`src/rtl/residual_add_pack_if.sv`:
```
// residual_add_pack_if: stream-in / packed-frame-out bundle for residual_add_pack
// master drives start and the two element streams; slave returns in_ready and the packed frame status.
interface residual_add_pack_if #(
  parameter int DATA_WIDTH = 16,
  parameter int SEQ_LEN = 8,
  parameter int EMB_DIM = 8
);
  localparam int N = SEQ_LEN * EMB_DIM;
  localparam int CW = $clog2(N + 1);
  logic start;
  logic a_valid;
  logic [DATA_WIDTH-1:0] a_data;
  logic b_valid;
  logic [DATA_WIDTH-1:0] b_data;
  logic in_ready;
  logic [DATA_WIDTH*N-1:0] x_out;
  logic out_valid;
  logic done;
  logic [CW-1:0] sat_count;
  modport master (
    output start, a_valid, a_data, b_valid, b_data,
    input in_ready, x_out, out_valid, done, sat_count
  );
  modport slave (
    input start, a_valid, a_data, b_valid, b_data,
    output in_ready, x_out, out_valid, done, sat_count
  );
endinterface

```
`src/rtl/residual_add_pack.sv`:
```
// residual_add_pack: saturating add of sublayer and skip streams, packed row-major for layer norm
// Ports: clk; rst_n (async, active-low); bus (slave) carries start, a/b valid+data in and
//   in_ready, x_out, out_valid, done, sat_count out.
module residual_add_pack #(
  parameter int DATA_WIDTH = 16,
  parameter int SEQ_LEN = 8,
  parameter int EMB_DIM = 8
) (
  input logic clk,
  input logic rst_n,
  residual_add_pack_if.slave bus
);
  localparam int N = SEQ_LEN * EMB_DIM;
  localparam int CW = $clog2(N + 1);
  localparam int IW = N > 1 ? $clog2(N) : 1;
  localparam int RW = SEQ_LEN > 1 ? $clog2(SEQ_LEN) : 1;
  localparam int LW = EMB_DIM > 1 ? $clog2(EMB_DIM) : 1;
  typedef enum logic {S_IDLE, S_FILL} state_t;
  state_t r_state, w_next;
  logic [RW-1:0] r_row;
  logic [LW-1:0] r_col;
  logic [DATA_WIDTH-1:0] r_x [N];
  logic [CW-1:0] r_sat;
  logic r_out_valid, r_done;
  logic w_acc, w_clear, w_last, w_ovf;
  logic [IW-1:0] w_idx;
  logic [DATA_WIDTH:0] w_ext;
  logic [DATA_WIDTH-1:0] w_res;
  always_comb begin
    w_acc = r_state == S_FILL && bus.a_valid && bus.b_valid;
    w_clear = r_state == S_IDLE && bus.start;
    w_last = r_row == RW'(SEQ_LEN - 1) && r_col == LW'(EMB_DIM - 1);
    w_idx = IW'(r_row) * IW'(EMB_DIM) + IW'(r_col);
    w_ext = {bus.a_data[DATA_WIDTH-1], bus.a_data} + {bus.b_data[DATA_WIDTH-1], bus.b_data};
    // the sum left the DATA_WIDTH range exactly when the two top bits of the extended sum differ;
    // the extra top bit then gives the direction of the overflow
    w_ovf = w_ext[DATA_WIDTH] ^ w_ext[DATA_WIDTH-1];
    w_res = w_ovf ? {w_ext[DATA_WIDTH], {(DATA_WIDTH-1){~w_ext[DATA_WIDTH]}}} : w_ext[DATA_WIDTH-1:0];
    w_next = r_state == S_IDLE ? (bus.start ? S_FILL : S_IDLE) : (w_acc && w_last ? S_IDLE : S_FILL);
  end
  always_ff @(posedge clk or negedge rst_n) begin
    if (!rst_n) r_state <= S_IDLE;
    else r_state <= w_next;
  end
  always_ff @(posedge clk or negedge rst_n) begin
    if (!rst_n) begin
      r_row <= '0;
      r_col <= '0;
      r_sat <= '0;
      r_out_valid <= 1'b0;
      r_done <= 1'b0;
      for (int k = 0; k < N; k++) r_x[k] <= '0;
    end else begin
      r_done <= 1'b0;
      if (w_clear) begin
        r_row <= '0;
        r_col <= '0;
        r_sat <= '0;
        r_out_valid <= 1'b0;
        for (int k = 0; k < N; k++) r_x[k] <= '0;
      end else if (w_acc) begin
        for (int k = 0; k < N; k++) if (w_idx == IW'(k)) r_x[k] <= w_res;
        if (w_ovf) r_sat <= r_sat + CW'(1);
        if (w_last) begin
          r_row <= '0;
          r_col <= '0;
          r_done <= 1'b1;
          r_out_valid <= 1'b1;
        end else if (r_col == LW'(EMB_DIM - 1)) begin
          r_col <= '0;
          r_row <= r_row + RW'(1);
        end else begin
          r_col <= r_col + LW'(1);
        end
      end
    end
  end
  for (genvar k = 0; k < N; k++) begin : g_pack
    assign bus.x_out[k*DATA_WIDTH +: DATA_WIDTH] = r_x[k];
  end
  assign bus.in_ready = r_state == S_FILL;
  assign bus.out_valid = r_out_valid;
  assign bus.done = r_done;
  assign bus.sat_count = r_sat;
endmodule

```
`src/flat_wrapper.sv`:
```
// flat-port wrapper written by rule: the top's interface ports become plain ports
module residual_add_pack_flat 
#(
  parameter int DATA_WIDTH = 16,
  parameter int SEQ_LEN = 8,
  parameter int EMB_DIM = 8
)
  (clk, rst_n, bus_start, bus_a_valid, bus_a_data, bus_b_valid, bus_b_data, bus_in_ready, bus_x_out, bus_out_valid, bus_done, bus_sat_count);
  residual_add_pack_if #(.DATA_WIDTH(DATA_WIDTH), .SEQ_LEN(SEQ_LEN), .EMB_DIM(EMB_DIM)) bus_i ();
  input logic clk;
  input logic rst_n;
  input wire logic [$bits(bus_i.start)-1:0] bus_start;
  input wire logic [$bits(bus_i.a_valid)-1:0] bus_a_valid;
  input wire logic [$bits(bus_i.a_data)-1:0] bus_a_data;
  input wire logic [$bits(bus_i.b_valid)-1:0] bus_b_valid;
  input wire logic [$bits(bus_i.b_data)-1:0] bus_b_data;
  output wire logic [$bits(bus_i.in_ready)-1:0] bus_in_ready;
  output wire logic [$bits(bus_i.x_out)-1:0] bus_x_out;
  output wire logic [$bits(bus_i.out_valid)-1:0] bus_out_valid;
  output wire logic [$bits(bus_i.done)-1:0] bus_done;
  output wire logic [$bits(bus_i.sat_count)-1:0] bus_sat_count;
  assign bus_i.start = bus_start;
  assign bus_i.a_valid = bus_a_valid;
  assign bus_i.a_data = bus_a_data;
  assign bus_i.b_valid = bus_b_valid;
  assign bus_i.b_data = bus_b_data;
  assign bus_in_ready = bus_i.in_ready;
  assign bus_x_out = bus_i.x_out;
  assign bus_out_valid = bus_i.out_valid;
  assign bus_done = bus_i.done;
  assign bus_sat_count = bus_i.sat_count;
  residual_add_pack #(.DATA_WIDTH(DATA_WIDTH), .SEQ_LEN(SEQ_LEN), .EMB_DIM(EMB_DIM)) u_core (.clk(clk), .rst_n(rst_n), .bus(bus_i));
endmodule
```
`config.mk`:
```
export PLATFORM = sky130hd
export DESIGN_NAME = residual_add_pack_flat
export DESIGN_NICKNAME = d
export VERILOG_FILES = /design/src/rtl/residual_add_pack_if.sv /design/src/rtl/residual_add_pack.sv /design/src/flat_wrapper.sv
export SDC_FILE = /design/constraint.sdc
export NUM_CORES = 1
export LEC_CHECK = 0
export CAP_MARGIN = 10
export CELL_PAD_IN_SITES_DETAIL_PLACEMENT = 1
export CELL_PAD_IN_SITES_GLOBAL_PLACEMENT = 1
export CORE_AREA = 4 4 411 413
export DETAILED_ROUTE_END_ITERATION = 16
export DIE_AREA = 0 0 415 417
export PLACE_DENSITY_LB_ADDON = 0.15
export SYNTH_ARGS = -nofsm -noshare
export SYNTH_HDL_FRONTEND = slang
export SYNTH_SLANG_ARGS = --single-unit
export TNS_END_PERCENT = 10
```
`constraint.sdc`:
```
create_clock -name clk -period 4.1 [get_ports clk]
set_input_delay 0.82 -clock clk [delete_from_list [all_inputs] [get_ports clk]]
set_output_delay 0.82 -clock clk [all_outputs]
set_load 0.005 [all_outputs]
```
==> results of run 1 <==
-- metrics by stage --
step / hold WS, ns / area (sq um) / cells / total power, mW / util, %
floorplan: 0.474 / 41500 / 3977 / 15.2 / -
global placement: 0.462 / 55700 / 7029 / 21.0 / 33.8
detailed placement: 0.474 / 55700 / 7029 / 21.1 / 33.8
CTS: 0.104 / 59600 / 7249 / 32.0 / 36.1
global route: 0.128 / 59600 / 7250 / 32.9 / 36.1
finish: 0.112 / 59600 / 7251 / 31.5 / 36.1
-- cell usage after synthesis (3+ instances only) --
library cell,n,share of area (%)
and3_1,10,0.15
o211a_1,3,0.072
xor2_1,3,0.063
a211oi_1,257,4.7
buf_4,8,0.14
a211oi_2,3,0.091
o31ai_1,4,0.072
a21o_1,10,0.18
a21oi_1,654,7.9
nand2_1,163,1.5
nor3_1,68,0.82
nor2b_1,4,0.060
inv_1,4,0.036
a21oi_2,9,0.19
nor2_1,340,3.1
buf_2,80,0.97
or3_1,3,0.045
nand3_1,142,1.7
buf_1,13,0.12
o211ai_1,135,2.4
o21ai_1,4,0.048
o21ai_0,577,7.0
and2_1,15,0.23
mux2i_1,3,0.072
dfrtp_1,1040,63
ha_1,24,0.72
clkbuf_1,275,2.5
buf_6,9,0.24
xnor2_1,9,0.19
o21a_1,6,0.11
o22ai_1,64,0.97
-- per-layer routing --
| metal | up-vias | GRT usage (%) | routed length (um) |
|---|---|---|---|
| met4 | 0 | 7.67 | 7780 |
| met3 | 248 | 5.76 | 11900 |
| met5 | - | 0 | 0 |
| met2 | 917 | 39.6 | 102000 |
| met1 | 18500 | 28.9 | 86200 |
| li1 | 16300 | - | - |
-- state kept, by name, indices dropped and copies added, names as in the netlist --
| name | flops |
|---|---|
| u_core.bus.sat_count | 7 |
| u_core.r_row | 3 |
| u_core.bus.x_out | 1024 |
| u_core.bus.out_valid | 1 |
| u_core.bus.done | 1 |
| u_core.r_col | 3 |
| u_core.bus.in_ready | 1 |
-- how the worst max path moves through the flow --
stage,end,depth (start not counted)
after floorplan,u_core.bus.x_out[114]$_DFFE_PN0P_,11
after global placement,u_core.bus.x_out[97]$_DFFE_PN0P_,11
after detailed placement,u_core.bus.x_out[161]$_DFFE_PN0P_,11
after CTS,u_core.bus.x_out[225]$_DFFE_PN0P_,11
after global routing,u_core.bus.x_out[225]$_DFFE_PN0P_,11
final,u_core.bus.x_out[225]$_DFFE_PN0P_,11
-- worst max-delay path: cells and delay by family --
kind,cells,cell delay [ns]
simple gates,2,0.57
fa+ha+maj,2,0.65
compound gates,5,1.16
buf+inv,2,0.69
-- power groups by stage --
stage          clock network [mW]  logic (mW)  registers (mW)
2_1_floorplan                   0        2.60            12.6
3_3_place_gp                    0        8.45            12.6
3_5_place_dp                    0        8.50            12.6
4_1_cts                      11.0        8.54            12.5
5_1_grt                      11.4        8.91            12.6
6_report                     10.7        8.34            12.5
-- cells by family after synthesis --
| group | after synthesis |
|---|---|
| multiplexers | 3 |
| XOR/XNOR | 12 |
| flip-flops | 1040 |
| adder cells (fa/ha/maj) | 25 |
| buffers and inverters | 390 |
| AO/OA/AOI/OAI | 1752 |
| AND/OR/NAND/NOR | 755 |
-- cell type report --
| class | instances | area (sq um) | area share, % |
|---|---|---|---|
| tap | 2189 | 2740 | 4.60 |
| multi-input combinational | 2547 | 14100 | 23.7 |
| clock buffer | 190 | 3530 | 5.92 |
| clock inverter | 30 | 342 | 0.573 |
| sequential | 1040 | 26000 | 43.7 |
| timing repair buffer | 1248 | 12800 | 21.5 |
| antenna | 2 | 5.00 | 0.00840 |
| inverter | 5 | 18.8 | 0.0315 |
==> impl_metrics.toml, run 1 <==
[outcome]
outcome = "complete, no violations"

[timing]
fin_crit_sh_pct = 83.7
tightest_slew_ns = 0.970
slew_viol_final = 0
fmaxAchievable_ghz = 0.291
setup_ws_ns = 0.669
finalSetupViolCount = 0
period_needed_ns = 3.43
skew_ns = 0.0513
rsz0062_at_grt = "false"
relSlewSlack_pct = 35.3
setup-tns-final_ns = 0
hold_violations = 0

[layout]
fill_cells = 18100
area_growth_pct = 43.6
nets = 5025
layout_commonest_cell = "clkdlybuf4s50_1"
drive_gt1_share_pct = 8.89
final_cell_mix = "clkdlybuf4s50_1 (1069), dfrtp_1 (1040), a21oi_1 (654)"

[power_and_ir_drop]
switching_share_pct = 32.3
ir_drop_v = 0.000357
pwr_density_cell_mw_per_mm2 = 528
switching_power_mw = 10.1
p_int_mw = 21.3
p_clk_share_pct = 33.9
p_comb_share_pct = 26.5
power_frac_seq_pct = 39.6
cellLeakagePower_nw = 24.8

[synth]
synthesis.nets = 4039
synth-main-ff-cell = "dfrtp_1"
synth.avg_cell_area_sq_um = 10.4
synth_compound_gate_area_share_pct = 24.3
ys_ff_latch = 1040
synth-adder-area-share_pct = 0.772
yosysWarnings = 0
synth_cell_types = 62
synth-simple-area-share_pct = 7.80
netlist_area_sq_mm = 0.0415
yosysSeqAreaShare_pct = 62.8
netlist_instances = 3977
synthMuxAreaShare_pct = 0.0724
synth_edf_count = 0
synth-xor-area-share_pct = 0.253
synth_top_family_by_area = "compound AO/OA/AOI/OAI gates"
async_flop_share_pct = 100

[clock_tree]
cts-root-buf = "clkbuf_16"
postCtsHoldBufs = 0
post_cts_buffers = 0
clock-sinks = 1040
htree_levels = 3
cts_resized = 0
clk_pin_slew_worst_paths_ns = 0.06
clk-insertion-delay-late_ns = 0.77
cts_tree = "yes"
clockBufferDepth = 3
cts_buffers = 121

[placement]
io_buffers = 1070
place_congestion = 0.803
dp_slack_ns = -0.0318
hpwlAfterDp_um = 146000

[setup_path]
crit_type = "in -> reg"
path_max_fanout = 32
rrSetupSlack_ns = 1.33
worst_path_max_delay_cell = "nor4_4"
path_common_cell = "a211oi_1"
arrival_ns = 4.00
r2r-start = "u_core.r_row[0]$_DFFE_PN0P_"
rr_endpoint = "u_core.bus.x_out[672]$_DFFE_PN0P_"
r2r_cells = 7
critPathLaunchType = "primary input"
path_cells = "clkdlybuf4s50_1, ha_1, fa_1, a211oi_1, o211ai_1, a21bo_2, a21boi_4, nor2_1, nor4_4, buf_12, a211oi_1"
endpoint_kind = "register"
required_ns = 4.67
critical_path.max_stage_delay_ns = 0.44
crit_start = "bus_a_data[0]"

[grt]
grt_overflow = 0
grt_max_degree = 176
grt_pass1_vias = 36600
grt_pass1_wl_um = 295000
track_usage_pct = 23.3
antenna_found_initial = 1

[routing]
ant_nets = 0
wl_per_cell_um = 28.7
via_per_inst = 4.96
vias = 36000
drcViolationCount = 0
drt-total-wl_um = 208000
dr.pass1.iters = 5
dr.first_iter.drc_count = 2214

[floorplan]
die_x_um = 415
io_pins = 1071
core_sq_mm = 0.165
row_count = 149
die_y_um = 417
start_util_pct = 25.2
dieArea_sq_mm = 0.173

[job]
cap_violations = 0

[worst_hold_path]
hp-class = "in -> async"
(Power assumes the default switching activity.)
==> inputs of run 2 (changes only) <==
==> constraint.sdc (replaced) <==
create_clock -name clk -period 3.2 [get_ports clk]
set_input_delay 0.64 -clock clk [delete_from_list [all_inputs] [get_ports clk]]
set_output_delay 0.64 -clock clk [all_outputs]
set_load 0.005 [all_outputs]
==> run 2 against run 1 <==
  * Worst hold slack better by 0.37 ns
  * Count of clock-buffer cells in the layout up 9
  * Highest routed layer unchanged
  * Critical endpoint is now u_core.bus.x_out[500]$_DFFE_PN0P_
  * Die area unchanged
  * Sequential share of layout area down 1.1 points
  * Largest cell class unchanged
==> impl_metrics.toml, run 2 (synthesis gave the netlist of run 1 again) <==
[outcome]
outcome = "complete, no violations"

[power_and_ir_drop]
p_clk_share_pct = 34.7
ir_drop_v = 0.000526
p_comb_share_pct = 27.1
pwr_density_cell_mw_per_mm2 = 684
p_int_mw = 28.5
power_frac_seq_pct = 38.2
switching_power_mw = 13.3
switching_share_pct = 31.9
cellLeakagePower_nw = 25.7

[routing]
wl_per_cell_um = 29.0
vias = 36700
drt-total-wl_um = 214000
dr.first_iter.drc_count = 2280
drcViolationCount = 0
via_per_inst = 4.97
dr.pass1.iters = 7
ant_nets = 0

[grt]
grt_overflow = 0
grt_pass1_wl_um = 299000
grt_max_degree = 145
grt_pass1_vias = 38000
track_usage_pct = 23.6
antenna_found_initial = 1

[timing]
fmaxAchievable_ghz = 0.321
slew_viol_final = 0
rsz0062_at_grt = "true"
finalSetupViolCount = 0
tightest_slew_ns = 0.762
hold_violations = 0
holdWs_ns = 0.486
setup-tns-final_ns = 0
relSlewSlack_pct = 49.2
fin_crit_sh_pct = 97.2
skew_ns = 0.0252
period_needed_ns = 3.11

[placement]
placed_area_sq_mm = 0.0566
placedCellCount = 7143
place_congestion = 0.798
io_buffers = 1070
hpwlAfterDp_um = 150000

[layout]
drive_gt1_share_pct = 11.7
finish.utilization_pct = 37.1
final_cell_mix = "clkdlybuf4s50_1 (1069), dfrtp_1 (1040), a21oi_1 (653)"
final_area_sq_mm = 0.0611
nets = 5153
largest_register_ffs = 1024
layout_commonest_cell = "clkdlybuf4s50_1"
area_growth_pct = 47.4
n_antenna_cell = 0
fin_cells = 7382
fill_cells = 18200

[setup_path]
required_ns = 3.80
crit_type = "in -> reg"
endpoint_kind = "register"
arrival_ns = 3.71
path_max_fanout = 28
critPathLaunchType = "primary input"

[clock_tree]
clk-insertion-delay-late_ns = 0.74
clock-sinks = 1040
clk_pin_slew_worst_paths_ns = 0.07
cts_buffers = 121
cts_tree = "yes"
clockBufferDepth = 3
htree_levels = 3
cts-root-buf = "clkbuf_16"

[job]
cap_violations = 0

[worst_hold_path]
hp-class = "in -> async"

[floorplan]
start_util_pct = 25.2
io_pins = 1071
dieArea_sq_mm = 0.173
core_sq_mm = 0.165
row_count = 149
die_x_um = 415
die_y_um = 417
[run 2: cell count changes in the layout (fill, tap and decap cells not counted), moves of 3 or more]
cell,delta
clkinv_4,-3
clkbuf_8,+23
bufinv_16,+3
buf_4,+111
clkbuf_16,+6
buf_16,+3
clkbuf_1,-15
buf_12,+7
[run 2: power groups by stage]
stage	registers [mW]	clock network (mW)	logic (mW)
2_1_floorplan	16.1	0	3.33
5_1_grt	16.2	15.5	12.1
3_5_place_dp	16.1	0	11.2
4_1_cts	16.0	15.0	11.3
6_report	16.0	14.5	11.3
3_3_place_gp	16.1	0	11.1
[run 2: worst max-delay path: stages]
cell	delay (ns)
clkdlybuf4s50_1	0.44
ha_1	0.38
o211a_1	0.25
a211oi_4	0.10
o311ai_0	0.47
nand2_1	0.22
buf_4	0.20
a21boi_4	0.20
buf_12	0.19
buf_4	0.14
buf_12	0.18
nand2_1	0.14
o211ai_1	0.14
[run 2: path summary, 6_finish.rpt]
path | slack [ns] | startpoint | end | cells after the start
max | 0.09 | bus_a_data[2] | u_core.bus.x_out[500]$_DFFE_PN0P_ | 13
min | 0.49 | rst_n | u_core.bus.x_out[665]$_DFFE_PN0P_ | 2
max reg2reg | 0.58 | u_core.bus.in_ready$_DFF_PN0_ | u_core.bus.x_out[464]$_DFFE_PN0P_ | 8
min reg2reg | 0.49 | u_core.bus.out_valid$_DFFE_PN0P_ | u_core.bus.out_valid$_DFFE_PN0P_ | 1
max in group asynchronous | 1.52 | rst_n | u_core.bus.x_out[216]$_DFFE_PN0P_ | 3
min in group clk | 0.49 | u_core.bus.out_valid$_DFFE_PN0P_ | u_core.bus.out_valid$_DFFE_PN0P_ | 1
[run 2: cell type report]
class,count,area [sq um],area share (%)
Clock buffer,199,3810,6.24
Clock inverter,26,385,0.630
Inverter,5,18.8,0.0307
Multi-Input combinational cell,2547,14100,23.1
Sequential cell,1040,26000,42.6
Tap cell,2189,2740,4.48
Timing Repair Buffer,1376,14000,22.9
[run 2: through the flow]
stage	setup WS (ns)	power, mW
global placement	-0.788	27.2
floorplan	0.0148	19.4
CTS	0.0169	42.2
global route	-0.0254	43.8
finish	0.0882	41.8
detailed placement	-0.802	27.3
[run 2: per-layer routing]
metal,global-route usage (%),wire [um],vias to the layer above
met2,39.3,102000,1030
met4,11.1,11100,0
li1,-,-,16600
met1,28.8,87700,18800
met5,0,0,-
met3,5.95,13100,303
[run 2: what timing repair did]
item	4_1_cts	5_1_grt
pin swaps	1	3
gates cloned	0	5
endpoints found under the hold margin	14	0
gates resized for setup	0	14
setup buffers	2	6
hold buffers	1	0
setup endpoints to repair	4	464
